### src/rtl/regfile_arbiter.sv
// regfile_arbiter: serialises single read/write requests from the core (port 0)
// and the debug/loader port (port 1) onto the shared 4x8-bit register file.
// Each transaction walks IDLE -> ACCESS -> DONE; Ack pulses in DONE.
// Optional feature macro: REGARB_ROUND_ROBIN_EN (round-robin tie-break);
// when undefined, port 0 always wins a tie.
module regfile_arbiter (
  input  logic       clk,
  input  logic       Reset,
  input  logic       Req0,
  input  logic       Req1,
  input  logic       Wr0,
  input  logic       Wr1,
  input  logic [1:0] Idx0,
  input  logic [1:0] Idx1,
  input  logic [7:0] WData0,
  input  logic [7:0] WData1,
  output logic       Ack0,
  output logic       Ack1,
  output logic [7:0] RData0,
  output logic [7:0] RData1,
  input  logic [7:0] RegOut,
  output logic       RegCE,
  output logic [3:0] RegNum,
  output logic [7:0] A
);

  typedef enum logic [1:0] {
    IDLE   = 2'd0,
    ACCESS = 2'd1,
    DONE   = 2'd2
  } state_t;

  state_t     state;
  state_t     state_next;

  logic       grant_port;
  logic       sel_wr;
  logic [1:0] sel_idx;
  logic [7:0] sel_wdata;

  logic       lat_port;
  logic       lat_wr;
  logic       regce_q;

`ifdef REGARB_ROUND_ROBIN_EN
  logic       last_winner;

  // Remember who was served last; reset to 1 so that port 0 wins the first tie
  always_ff @(posedge clk) begin
    if (Reset) begin
      last_winner <= 1'b1;
    end else if (state == ACCESS) begin
      last_winner <= lat_port;
    end
  end

  // On a tie the port that was not served last wins
  always_comb begin
    grant_port = 1'b0;
    if (Req0 && Req1) begin
      grant_port = ~last_winner;
    end else if (Req1) begin
      grant_port = 1'b1;
    end
  end
`else
  // Fixed priority: port 1 only wins when port 0 is not requesting
  always_comb begin
    grant_port = 1'b0;
    if (!Req0 && Req1) begin
      grant_port = 1'b1;
    end
  end
`endif

  // Route the winning port's request fields toward the latch
  always_comb begin
    sel_wr    = Wr0;
    sel_idx   = Idx0;
    sel_wdata = WData0;
    if (grant_port) begin
      sel_wr    = Wr1;
      sel_idx   = Idx1;
      sel_wdata = WData1;
    end
  end

  // State register
  always_ff @(posedge clk) begin
    if (Reset) begin
      state <= IDLE;
    end else begin
      state <= state_next;
    end
  end

  // Next-state logic: only leaving IDLE depends on the requests
  always_comb begin
    state_next = state;
    case (state)
      IDLE:    if (Req0 || Req1) state_next = ACCESS;
      ACCESS:  state_next = DONE;
      DONE:    state_next = IDLE;
      default: state_next = IDLE;
    endcase
  end

  // Latch the winner in IDLE, drive the register file in ACCESS, ack in DONE
  always_ff @(posedge clk) begin
    if (Reset) begin
      lat_port <= 1'b0;
      lat_wr   <= 1'b0;
      regce_q  <= 1'b0;
      RegNum   <= 4'b0000;
      A        <= 8'h00;
      Ack0     <= 1'b0;
      Ack1     <= 1'b0;
      RData0   <= 8'h00;
      RData1   <= 8'h00;
    end else begin
      Ack0 <= 1'b0;
      Ack1 <= 1'b0;
      case (state)
        IDLE: begin
          if (Req0 || Req1) begin
            lat_port <= grant_port;
            lat_wr   <= sel_wr;
            regce_q  <= sel_wr;
            RegNum   <= 4'b0001 << sel_idx;
            A        <= sel_wdata;
          end
        end
        ACCESS: begin
          RegNum  <= 4'b0000;
          regce_q <= 1'b0;
          if (lat_port) begin
            Ack1 <= 1'b1;
          end else begin
            Ack0 <= 1'b1;
          end
          if (!lat_wr) begin
            if (lat_port) begin
              RData1 <= RegOut;
            end else begin
              RData0 <= RegOut;
            end
          end
        end
        default: begin
        end
      endcase
    end
  end

  // A reset arriving mid-access must suppress the write immediately
  assign RegCE = regce_q & ~Reset;

endmodule
### config.mk
export PLATFORM = sky130hd
export DESIGN_NAME = regfile_arbiter
export DESIGN_NICKNAME = d
export VERILOG_FILES = /design/src/rtl/regfile_arbiter.sv
export SDC_FILE = /design/constraint.sdc
export NUM_CORES = 1
export LEC_CHECK = 0
export BUFFER_PORTS_ARGS = -buffer_cell sky130_fd_sc_hd__buf_4
export CAP_MARGIN = 20
export CORE_MARGIN = 2
export CORE_UTILIZATION = 45
export CTS_CLUSTER_SIZE = 30
export DETAILED_ROUTE_END_ITERATION = 6
export PLACE_DENSITY = 0.77
export SYNTH_ARGS = -nofsm -noshare
export SYNTH_HDL_FRONTEND = slang
export SYNTH_SLANG_ARGS = --single-unit
### constraint.sdc
create_clock -name clk -period 1.6 [get_ports clk]
set_input_delay 0.16 -clock clk [delete_from_list [all_inputs] [get_ports clk]]
set_output_delay 0.16 -clock clk [all_outputs]
set_load 0.005 [all_outputs]
==> results.sh <==
export IMPL_ir_worst_vdd_uv=545.7
export IMPL_fin_skew_ps=5.474
export IMPL_report_final_slew_viol_count=0
export IMPL_reg2reg_depth=5
export IMPL_arrival_ps=1500
export IMPL_leakage_nw=0.8829
export IMPL_port_buffers=64
export IMPL_min_period_ps=1299
export IMPL_rr_endpoint="RData1[0]"
export IMPL_dp_hpwl_um=2292
export IMPL_ys_types=30
export IMPL_drt_iter0_markers=28
export IMPL_first_pass_iters=4
export IMPL_synthCells=145
export IMPL_layout_drive_gt1_share=0.3894
export IMPL_drc_errors=0
export IMPL_synthesis_nets=179
export IMPL_path_class="reg2reg"
export IMPL_grt_pass1_wl_um=4788
export IMPL_antenna_cells=0
export IMPL_grt_usage=0.1780
export IMPL_rows=20
export IMPL_max_clock_path_buffers=2
export IMPL_die_y_um=60.03
export IMPL_cts_made_buffers=5
export IMPL_wl_per_cell_um=11.48
export IMPL_vias=1231
export IMPL_clkTransAtPathRegs_ps=90
export IMPL_layout_common_cells="buf_4, dfxtp_1, nor2_1"
export IMPL_gp_congestion=0.7535
export IMPL_htreeDepth=2
export IMPL_antenna_found_initial=0
export IMPL_final_common_cell="buf_4"
export IMPL_max_slew_margin=0.7233
export IMPL_clk_latency_ps=320
export IMPL_power_w=0.001688
export IMPL_initial_core_util=0.4665
export IMPL_cts_setup_buffers=0
export IMPL_cts_sinks=35
export IMPL_yosysWarnings=0
export IMPL_max_cap_violations=0
export IMPL_final_setup_viol_count=0
export IMPL_cts_tree="built"
export IMPL_avgSynthCellArea_um2=9.742
export IMPL_final_antenna_net_count=0
export IMPL_p_per_area_nw_per_um2=872.7
export IMPL_first_global_vias=1186
export IMPL_start_kind="register"
export IMPL_ctsResizeCount=0
export IMPL_cts_hold_buf=0
export IMPL_holdWs_ps=87.62
export IMPL_grt_ovfl_total=0
export IMPL_nets=243
export IMPL_rsz0062_at_grt="no"
export IMPL_min_path_type="in2reg"
export IMPL_outcome="finished, final reports clean"
export IMPL_dp_cells=246
export IMPL_synth_seq_area_share=0.4960
export IMPL_ys_seq_elements=35
export IMPL_rrSetupSlack_ps=300
export IMPL_die_width_um=60.03
export IMPL_wl_um=2893
export IMPL_netlist_area_um2=1413
export IMPL_instances_no_fill=252
export IMPL_crit_start="state[0]"
export IMPL_ioPinCount=65
export IMPL_tightest_slew_ps=412.8
export IMPL_hold_violations=0
export IMPL_required_ps=1800
export IMPL_period_share=0.8119
export IMPL_path_max_fanout=8
export IMPL_crit_path_end="RData1[0]"
export IMPL_root_buffer="clkbuf_4"
export IMPL_area_growth_synth_to_final_pct=36.94
export IMPL_max_freq_mhz=769.8
export IMPL_core_area_um2=3028
export IMPL_grt_max_degree=35
export IMPL_via_per_inst=4.885
export IMPL_endpoint_kind="register"
export IMPL_reg2reg_from="state[0]"
export IMPL_tns_ps=0
export IMPL_die_area_um2=3603
final cells by class:
class / count / area, um2
fillers: 278 / 1094
flip-flops and latches: 35 / 700.7
multi-input cells: 100 / 638.1
repair buffers: 66 / 495.5
well taps: 44 / 55.05
clock buffers: 6 / 41.29
inverters: 1 / 3.754
sequential cells by signal, indices dropped and copies added (netlist names):
signal,cells
A,8
Ack0,1
Ack1,1
RData0,8
RData1,8
RegNum,4
lat_port,1
lat_wr,1
regce_q,1
state,2
metrics by stage:
stage | util | area (um2) | worst slack, ps
2_1_floorplan | - | 1413 | 417.5
3_3_place_gp | 0.6252 | 1893 | 351.4
3_5_place_dp | 0.6252 | 1893 | 315.1
4_1_cts | 0.6388 | 1934 | 294.3
5_1_grt | 0.6388 | 1934 | 180.8
6_report | 0.6388 | 1934 | 300.9
critical path, stage by stage, from the launching register on:
cell	delay [ps]
dfxtp_1	450
nand2b_4	100
nor3b_2	170
buf_4	200
mux2i_1	200
nor2_1	60
how the worst min path moves through the flow:
stage	from	end	slack (ps)	cells past startpoint
4_1_cts	Req0	lat_port	80	2
3_5_place_dp	Req0	lat_port	420	2
6_report	Req0	lat_port	90	2
2_1_floorplan	Req0	lat_port	260	1
3_3_place_gp	Req0	lat_port	400	2
5_1_grt	Req0	lat_port	90	2
where the power goes:
part | switching, W | internal [W] | total [W]
registers | 0.0000367 | 0.000927 | 0.000964
clock network | 0.000246 | 0.000156 | 0.000402
logic | 0.000141 | 0.000181 | 0.000322
total | 0.000424 | 0.00126 | 0.00169
logic make-up (layout without fill, tap and decap cells):
logic type | count (synthesis) | after routing | synth area share
multiplexers | 18 | 18 | 0.1284
AND/OR/NAND/NOR | 53 | 53 | 0.1851
flip-flops | 35 | 35 | 0.4960
AO/OA/AOI/OAI | 29 | 29 | 0.1382
buffers and inverters | 10 | 73 | 0.05226
per-layer routing:
layer,routed length [um],track usage
met4,34,0.08571
met5,0,0
met1,1251,0.1944
met2,1460,0.3121
met3,147,0.05195
cell usage after synthesis:
library cell,instances,share of area
nor3b_2,1,0.0089
nor2b_1,1,0.0044
a211oi_2,1,0.0089
buf_2,2,0.0071
nand2b_4,2,0.019
a22o_2,1,0.0071
nand2_1,18,0.048
and2b_1,1,0.0053
o21ai_0,2,0.0071
nor2_1,20,0.053
o21a_1,1,0.0053
buf_6,1,0.0080
and2b_2,1,0.0062
buf_8,2,0.021
and2_1,2,0.0089
a22oi_1,1,0.0053
or3_1,1,0.0044
buf_4,1,0.0053
a21oi_1,11,0.039
o22ai_1,1,0.0044
nor3_2,1,0.0071
a211oi_1,8,0.043
mux2_2,1,0.0080
nor3_1,3,0.011
dfxtp_1,35,0.50
clkbuf_1,3,0.0080
a22o_1,3,0.019
mux2i_1,17,0.12
nor2_2,2,0.0089
inv_1,1,0.0027
(Power assumes the default switching activity.)
